### src/rtl/write_back_pkg.sv
// Shared types and widths for the write-back stage of the MIPS16 core.
package write_back_pkg;

  // Datapath widths used by the MIPS16 core.
  localparam int DATA_W   = 16;
  localparam int REG_W    = 3;

  // Width of the retire counter; it wraps naturally at this width.
  localparam int RETIRE_W = 16;

  // Width of the load wait timer; wide enough for the largest timeout (255).
  localparam int TIMER_W  = 8;

  // Write-back FSM states.
  typedef enum logic [0:0] {
    IDLE      = 1'b0,
    WAIT_LOAD = 1'b1
  } wb_state_e;

endpackage

### src/rtl/load_wait_timer.sv
// Up-counter with clear and enable. 'expired' flags the enabled cycle whose
// increment would bring the count to LIMIT, so the owner can leave on that edge.
module load_wait_timer #(
  parameter int WIDTH = 8,
  parameter int LIMIT = 15
) (
  input  logic clk,
  input  logic rst,
  input  logic clear,
  input  logic en,
  output logic expired
);

  localparam logic [WIDTH-1:0] LAST = WIDTH'(LIMIT - 1);

  logic [WIDTH-1:0] count_q;

  // Counter: clear wins over enable.
  always_ff @(posedge clk or negedge rst) begin
    if (!rst) begin
      count_q <= '0;
    end else if (clear) begin
      count_q <= '0;
    end else if (en) begin
      count_q <= count_q + WIDTH'(1);
    end
  end

  assign expired = en && !clear && (count_q == LAST);

endmodule

### src/rtl/write_back_stage.sv
// Final MIPS16 pipeline stage: registers retiring instructions, waits for
// late load data, and drives the register file write port.
//
// Handshake: an instruction transfers on a rising edge where i_valid && o_ready.
// o_ready is combinational (IDLE and no flush); i_valid may be held or dropped
// freely, nothing is buffered beyond the accepted instruction.
//
// A retiring result sits in a one-deep "pending" register for one cycle; that is
// the cycle in which o_reg_write_en is visible. The retire counter advances at
// the end of that cycle, so a flush during it cancels both the write and the count.
module write_back_stage
  import write_back_pkg::*;
#(
  parameter int LOAD_TIMEOUT = 15
) (
  input  logic              clk,
  input  logic              rst,
  input  logic              i_valid,
  output logic              o_ready,
  input  logic              i_write_en,
  input  logic [REG_W-1:0]  i_write_dest,
  input  logic [DATA_W-1:0] i_alu_result,
  input  logic              i_is_load,
  input  logic [DATA_W-1:0] i_mem_rdata,
  input  logic              i_mem_rdata_valid,
  input  logic              i_flush,
  output logic              o_reg_write_en,
  output logic [REG_W-1:0]  o_reg_write_dest,
  output logic [DATA_W-1:0] o_reg_write_data,
  output logic [RETIRE_W-1:0] o_retire_count,
  output logic              o_load_timeout
);

  wb_state_e state_q, state_d;

  // FSM control strobes.
  logic accept;
  logic load_accept;
  logic nonload_accept;
  logic timer_en;
  logic timer_expired;
  logic load_done;
  logic commit;
  logic show_write;

  // Load bookkeeping captured at acceptance.
  logic              load_we_q;
  logic [REG_W-1:0]  load_dest_q;

  // Pending result, visible on the write port for exactly one cycle.
  logic              pend_q;
  logic              pend_we_q;
  logic [REG_W-1:0]  pend_dest_q;
  logic [DATA_W-1:0] pend_data_q;

  // Last committed destination/data, held while no write is shown.
  logic [REG_W-1:0]  held_dest_q;
  logic [DATA_W-1:0] held_data_q;

  logic [RETIRE_W-1:0] retire_q;
  logic                timeout_q;

  load_wait_timer #(
    .WIDTH (TIMER_W),
    .LIMIT (LOAD_TIMEOUT)
  ) u_load_wait_timer (
    .clk     (clk),
    .rst     (rst),
    .clear   (load_accept),
    .en      (timer_en),
    .expired (timer_expired)
  );

  // FSM state register.
  always_ff @(posedge clk or negedge rst) begin
    if (!rst) begin
      state_q <= IDLE;
    end else begin
      state_q <= state_d;
    end
  end

  // FSM next state: flush overrides everything; data on the timeout edge wins.
  always_comb begin
    state_d = state_q;
    if (i_flush) begin
      state_d = IDLE;
    end else begin
      case (state_q)
        IDLE:      if (load_accept) state_d = WAIT_LOAD;
        WAIT_LOAD: if (i_mem_rdata_valid || timer_expired) state_d = IDLE;
        default:   state_d = IDLE;
      endcase
    end
  end

  // FSM outputs and control strobes.
  always_comb begin
    o_ready        = (state_q == IDLE) && !i_flush;
    accept         = i_valid && o_ready;
    load_accept    = accept && i_is_load;
    nonload_accept = accept && !i_is_load;
    timer_en       = (state_q == WAIT_LOAD) && !i_mem_rdata_valid && !i_flush;
    load_done      = (state_q == WAIT_LOAD) && i_mem_rdata_valid && !i_flush;
    commit         = pend_q && !i_flush;
    show_write     = commit && pend_we_q;
  end

  // Datapath: pending result, held port values, retire counter, timeout flag.
  always_ff @(posedge clk or negedge rst) begin
    if (!rst) begin
      load_we_q   <= 1'b0;
      load_dest_q <= '0;
      pend_q      <= 1'b0;
      pend_we_q   <= 1'b0;
      pend_dest_q <= '0;
      pend_data_q <= '0;
      held_dest_q <= '0;
      held_data_q <= '0;
      retire_q    <= '0;
      timeout_q   <= 1'b0;
    end else begin
      if (show_write) begin
        held_dest_q <= pend_dest_q;
        held_data_q <= pend_data_q;
      end
      if (commit) begin
        retire_q <= retire_q + RETIRE_W'(1);
      end

      if (nonload_accept) begin
        pend_q      <= 1'b1;
        pend_we_q   <= i_write_en;
        pend_dest_q <= i_write_dest;
        pend_data_q <= i_alu_result;
      end else if (load_done) begin
        pend_q      <= 1'b1;
        pend_we_q   <= load_we_q;
        pend_dest_q <= load_dest_q;
        pend_data_q <= i_mem_rdata;
      end else begin
        pend_q      <= 1'b0;
      end

      if (load_accept) begin
        load_we_q   <= i_write_en;
        load_dest_q <= i_write_dest;
      end

      if (timer_expired) begin
        timeout_q <= 1'b1;
      end
    end
  end

  assign o_reg_write_en   = show_write;
  assign o_reg_write_dest = show_write ? pend_dest_q : held_dest_q;
  assign o_reg_write_data = show_write ? pend_data_q : held_data_q;
  assign o_retire_count   = retire_q;
  assign o_load_timeout   = timeout_q;

endmodule
### config.mk
export PLATFORM = sky130hd
export DESIGN_NAME = write_back_stage
export DESIGN_NICKNAME = d
export VERILOG_FILES = /design/src/rtl/write_back_pkg.sv /design/src/rtl/load_wait_timer.sv /design/src/rtl/write_back_stage.sv
export SDC_FILE = /design/constraint.sdc
export NUM_CORES = 1
export LEC_CHECK = 0
export BUFFER_PORTS_ARGS = -buffer_cell sky130_fd_sc_hd__buf_2
export CORE_MARGIN = 2
export CORE_UTILIZATION = 47
export CTS_BUF_LIST = sky130_fd_sc_hd__clkbuf_4 sky130_fd_sc_hd__clkbuf_8 sky130_fd_sc_hd__clkbuf_16
export DETAILED_ROUTE_END_ITERATION = 10
export GPL_TIMING_DRIVEN = 0
export PLACE_DENSITY = 0.76
export SLEW_MARGIN = 30
export SYNTH_ARGS = -nofsm -noshare
export SYNTH_HDL_FRONTEND = slang
export SYNTH_SLANG_ARGS = --single-unit
### constraint.sdc
create_clock -name clk -period 1.25 [get_ports clk]
set_input_delay 0.0625 -clock clk [delete_from_list [all_inputs] [get_ports clk]]
set_output_delay 0.0625 -clock clk [all_outputs]
set_load 0.01 [all_outputs]
-- Yosys cells after proc, flatten, opt, wreduce, memory -nomap -nowiden
Index checks and enable logic that the tools add are counted.
- register bits after elaboration: 70
- bits of input ports: 42
- word-level logic and storage cells: 51
- $add $sub $neg: 2
- equality and inequality tests: 1
- muxes and demuxes: 16
- bitwise logic cells: 1
- reductions and logical operators: 19
- operators by type and width (operator ; count):
    16-bit two-way mux ; 3
    16-bit by 1-bit adder with 16-bit output (second input constant) ; 1
    8-bit two-way mux ; 2
    1-bit logical AND ; 12
    3-bit two-way mux ; 3
    8-bit by 1-bit adder with 8-bit output (second input constant) ; 1
    8-bit by 4-bit equality test with 1-bit output (second input constant) ; 1
    1-bit two-way mux ; 7
    1-bit zero test ; 4
    2-bit nonzero test ; 2
    1-bit one-hot mux with 2 select lines ; 1
    1-bit logical OR ; 1
    1-bit inverter ; 1

-- Depth between registers and ports, before layout
- depth after elaboration: 11
- depth in mapped cells: 5
- depth with buffers taken out: 5

-- Hierarchy
Synthesis repeated with hierarchy kept, for this count alone.
- cells, all modules: 245
- area, all modules: 2985.4 µm²
- modules (own cells, without submodules) (module ; times used ; cells each ; area an instance (µm²) ; seq. area each (µm²)):
    write_back_stage ; 1 ; 203 ; 2565.0 ; 1551.5
    load_wait_timer ; 1 ; 42 ; 420.4 ; 200.2

-- Worst setup path after synthesis
Ideal clock, no wire load.
- path kind: flip-flop to flip-flop
- from: reg state_q
- to: reg load_dest_q[2]
- library setup time: 0.125 ns
- arrival time: 1.237 ns
- path slack: -0.112 ns
- cell stages (with the launch flop): 4
- path buffers: 1
- clock period less this slack: 1.362 ns
- cells stage by stage: dfrtp_1 and4bb_2 buf_2 mux2_2
- word-level cells in the longest chain between the ends: 4
- ends and longest elaborated chain (what ; RTL line ; text):
    start: declaration ; write_back_stage.sv:34 ; wb_state_e state_q, state_d;
    start signal: assignment ; write_back_stage.sv:79 ; state_q <= state_d;
    1-bit inverter ; n/a ;
    1-bit logical AND ; write_back_stage.sv:99 ; o_ready = (state_q == IDLE) && !i_flush;
    1-bit logical AND ; write_back_stage.sv:100 ; accept = i_valid && o_ready;
    1-bit logical AND ; write_back_stage.sv:101 ; load_accept = accept && i_is_load;
    end signal: assignment ; write_back_stage.sv:147 ; load_dest_q <= i_write_dest;
    end: declaration ; write_back_stage.sv:48 ; logic [REG_W-1:0] load_dest_q;
No other way between the ends.
A chain may end at the register's enable or synchronous reset.

-- Worst setup path after layout
- from: reg pend_q
- to: out o_reg_write_dest[2]
- word-level cells in the longest chain between the ends: 3
- ends and longest elaborated chain (what ; RTL line ; text):
    start: declaration ; write_back_stage.sv:51 ; logic pend_q;
    start signal: assignment ; write_back_stage.sv:114 ; pend_q <= 1'b0;
    start signal: assignment ; write_back_stage.sv:132 ; pend_q <= 1'b1;
    start signal: assignment ; write_back_stage.sv:137 ; pend_q <= 1'b1;
    1-bit logical AND ; write_back_stage.sv:105 ; commit = pend_q && !i_flush;
    1-bit logical AND ; write_back_stage.sv:106 ; show_write = commit && pend_we_q;
    3-bit two-way mux ; write_back_stage.sv:157 ; assign o_reg_write_dest = show_write ? pend_dest_q : held_dest_q;
    end: declaration ; write_back_stage.sv:28 ; output logic [REG_W-1:0] o_reg_write_dest,
No other way between the ends.

==> results.ini <==
[status]
status=finished, violations left
violations=setup timing

[routing]
ant_nets=0
drt_iter0_drc=133
wl_met2_mm=4.27
routed_via_density=5.28
vias=2543
wl_per_cell_um=16.9
drt_first_pass_iters=4
route.detailed.drc=0
top_layer_used=met4
dr_wl_met3_um=372
m1WireLength_mm=3.22
drt-total-wl_mm=8.15

[synthesis]
ys_seq_area_frac=0.598
yosysTopAreaCell=dfrtp_1
synth_cells=249
syn_avg_cell_area_um2=11.8
synthTopCellsByArea=dfrtp_1 60%, mux2_2 9.2%, nand2_1 6.7%
synthesis.nets=294
synth_cell_types=27
ys_ff_latch=70
netlist_area_mm2=0.00293
yosys_warnings=0
yosys.area.top_type_share=0.598

[clock_tree]
tritoncts=done
clk_pin_slew_ns=0.07
clk-insertion-delay-late_ns=0.33
cts_made_buffers=9
cts_sinks=70
clk_path_buf_depth=2
cts_max_level=3
cts-root-buf=clkbuf_8

[cells_and_area]
drive_gt1_frac=0.431
layout.nets=446
area_delta_synth_final_pct=57.3
n_fill_cell=369
fin_util=0.774

[setup_path]
crit_top_cell=buf_6
path_max_fanout=5
critPathMaxStageDelay_ns=0.38
critical_path_buf_inv_count=2
crit_type=reg2out
cp.arrival_ns=1.55
crit_chain=nor2b_4 > nand2_4 > buf_6 > mux2_4 > buf_6
cp-start-kind=flip-flop
worst_ep_required_time_ns=1.19
critical_path.top_delay_family=flip-flops
critPathCaptureType=output pin
crit_slowest_cell=dfrtp_1

[die]
num_io_pins=80
start_util=0.492
die-area_mm2=0.00688
die_x_um=82.9
core_area_mm2=0.00596
row_count=28
fp.dieH_um=82.9

[timing]
finalSetupViolCount=61
period_needed_ns=1.61
fin_tns_setup_ns=-11.97
worstMarginPinSlew_ns=0.505
setup_ws_ns=-0.364
relSlewSlack=0.662
slew_violations=0
period_share=1.29
finalHoldViolations=0
max_clock_freq_ghz=0.620
finClkSkew_ns=0.00281
rsz0062_at_grt=true

[power]
internal_power_mw=5.71
seqPwrFrac=0.392
combPwrFrac=0.311
leakagePower_nw=2.41
total_power_mw=7.70
vdd_drop_max_v=0.00136
p_switching_mw=2.00
netSwitchingFraction=0.260
p_per_area_mw_per_mm2=1670
clkPwrFrac=0.297

[min_path]
min_path_type=in2reg

[placed_design]
routabilityCongestion=0.779
place_ws_ns=-0.203
port-buffer-count=79
dp_hpwl_mm=4.25

[global_routing]
antenna_found_initial=1
first_global_vias=2719
grt_pass1_wl_mm=13.2
track_usage=0.243
grt_max_degree=49
grt_overflow=0

[job]
drv_cap=0

[synthesized netlist by cell type]
| cell | count |
|---|---|
| a22oi_1 | 20 |
| a31o_2 | 1 |
| a31oi_1 | 1 |
| and2_1 | 1 |
| and3_1 | 5 |
| and3b_1 | 1 |
| and4b_1 | 1 |
| and4bb_2 | 1 |
| buf_2 | 9 |
| clkbuf_1 | 2 |
| dfrtp_1 | 70 |
| ha_1 | 3 |
| inv_1 | 4 |
| mux2_2 | 24 |
| nand2_1 | 52 |
| nand3_1 | 6 |
| nand4_1 | 8 |
| nor2_1 | 10 |
| nor2b_2 | 1 |
| nor3_1 | 3 |
| nor3b_2 | 1 |
| nor4b_2 | 1 |
| o21ai_0 | 1 |
| o22ai_1 | 1 |
| or3b_2 | 1 |
| xnor2_1 | 13 |
| xor2_1 | 8 |
[layout make-up]
cell class / count / area [µm²] / share of cell area
antenna: 1 / 2.50 / 0.000543
buffer: 11 / 91.3 / 0.0198
clock buffer: 13 / 166 / 0.0361
clock inverter: 3 / 90.1 / 0.0196
inverter: 4 / 15.0 / 0.00326
multi-input combinational: 164 / 1250 / 0.272
sequential: 70 / 1750 / 0.381
tap: 75 / 93.8 / 0.0204
timing repair buffer: 141 / 1140 / 0.247
[timing repair]
| action | in CTS | in global routing |
|---|---|---|
| pin swaps | 3 | 5 |
| gates cloned | 2 | 0 |
| resized for setup | 55 | 28 |
| setup endpoints to repair | 80 | 69 |
| hold buffers | 37 | 0 |
| hold endpoints to repair | 94 | 0 |
| buffers inserted | 14 | 9 |
[per-stage QoR]
step                      instances  area (µm²)  hold slack [ns]
final                           482        4610           0.0758
after global routing            482        4610           0.0903
after CTS                       473        4470           0.0602
after detailed placement        404        3470          -0.0129
after global placement          403        3440            0.280
after floorplan                 249        2950           -0.233
[final timing paths]
path / startpoint / end / slack, ns / cells after the start
max: pend_q / o_reg_write_dest[2] / -0.36 / 5
min in group asynchronous: rst / o_retire_count[5] / 0.16 / 2
max in group asynchronous: rst / pend_dest_q[0] / 0.56 / 3
min: i_mem_rdata_valid / u_load_wait_timer.count_q[1] / 0.08 / 3
max reg2reg: state_q / pend_data_q[8] / -0.22 / 5
min reg2reg: o_load_timeout / o_load_timeout / 0.47 / 1
[routing by layer]
| metal | global-route usage | vias to the layer above |
|---|---|---|
| li1 | - | 1163 |
| met2 | 0.413 | 95 |
| met5 | 0 | - |
| met4 | 0.116 | 0 |
| met3 | 0.0755 | 24 |
| met1 | 0.278 | 1261 |
[tightest hold or removal path: stages]
cell and delay (ns):
buf_2 0.10, or3b_2 0.13, o22ai_1 0.07
[placed cells by master (no fill, tap or decap), types with 2 or more instances in the layout]
| master | instances |
|---|---|
| clkbuf_4 | 4 |
| dfrtp_1 | 68 |
| ha_1 | 3 |
| dfrtp_2 | 2 |
| inv_1 | 3 |
| a22oi_1 | 20 |
| buf_6 | 35 |
| bufinv_16 | 3 |
| nand2_2 | 3 |
| nor3_2 | 2 |
| nand4_1 | 8 |
| clkbuf_8 | 11 |
| nand2_1 | 48 |
| xnor2_1 | 13 |
| buf_2 | 60 |
| nor2_1 | 10 |
| clkbuf_2 | 2 |
| xor2_1 | 8 |
| nand3_1 | 4 |
| mux2_4 | 23 |
| buf_4 | 15 |
| nand3_2 | 2 |
| dlygate4sd3_1 | 37 |
| and3_1 | 4 |
[sequential cells by signal (all words and copies together) (netlist names)]
name                       cells
state_q                        1
held_dest_q                    3
pend_we_q                      1
o_retire_count                16
held_data_q                   16
u_load_wait_timer.count_q      8
load_we_q                      1
pend_data_q                   16
load_dest_q                    3
pend_dest_q                    3
pend_q                         1
o_load_timeout                 1
[logic make-up after synthesis]
group                    Yosys count  share of synthesized area
multiplexers                      24                     0.0923
AO/OA/AOI/OAI                     24                     0.0602
XOR/XNOR                          21                     0.0628
buffers and inverters             15                     0.0231
AND/OR/NAND/NOR                   92                      0.151
flip-flops                        70                      0.598
adder cells (fa/ha/maj)            3                     0.0128
[power groups by stage]
stage	registers, mW	logic (mW)	clock network, mW
after global routing	3.06	2.56	2.41
after floorplan	2.99	0.742	0
after detailed placement	3.04	1.31	0
after global placement	3.00	1.27	0
final	3.02	2.39	2.29
after CTS	2.99	2.18	2.33
Note: power is estimated with default switching activity, not from simulation.
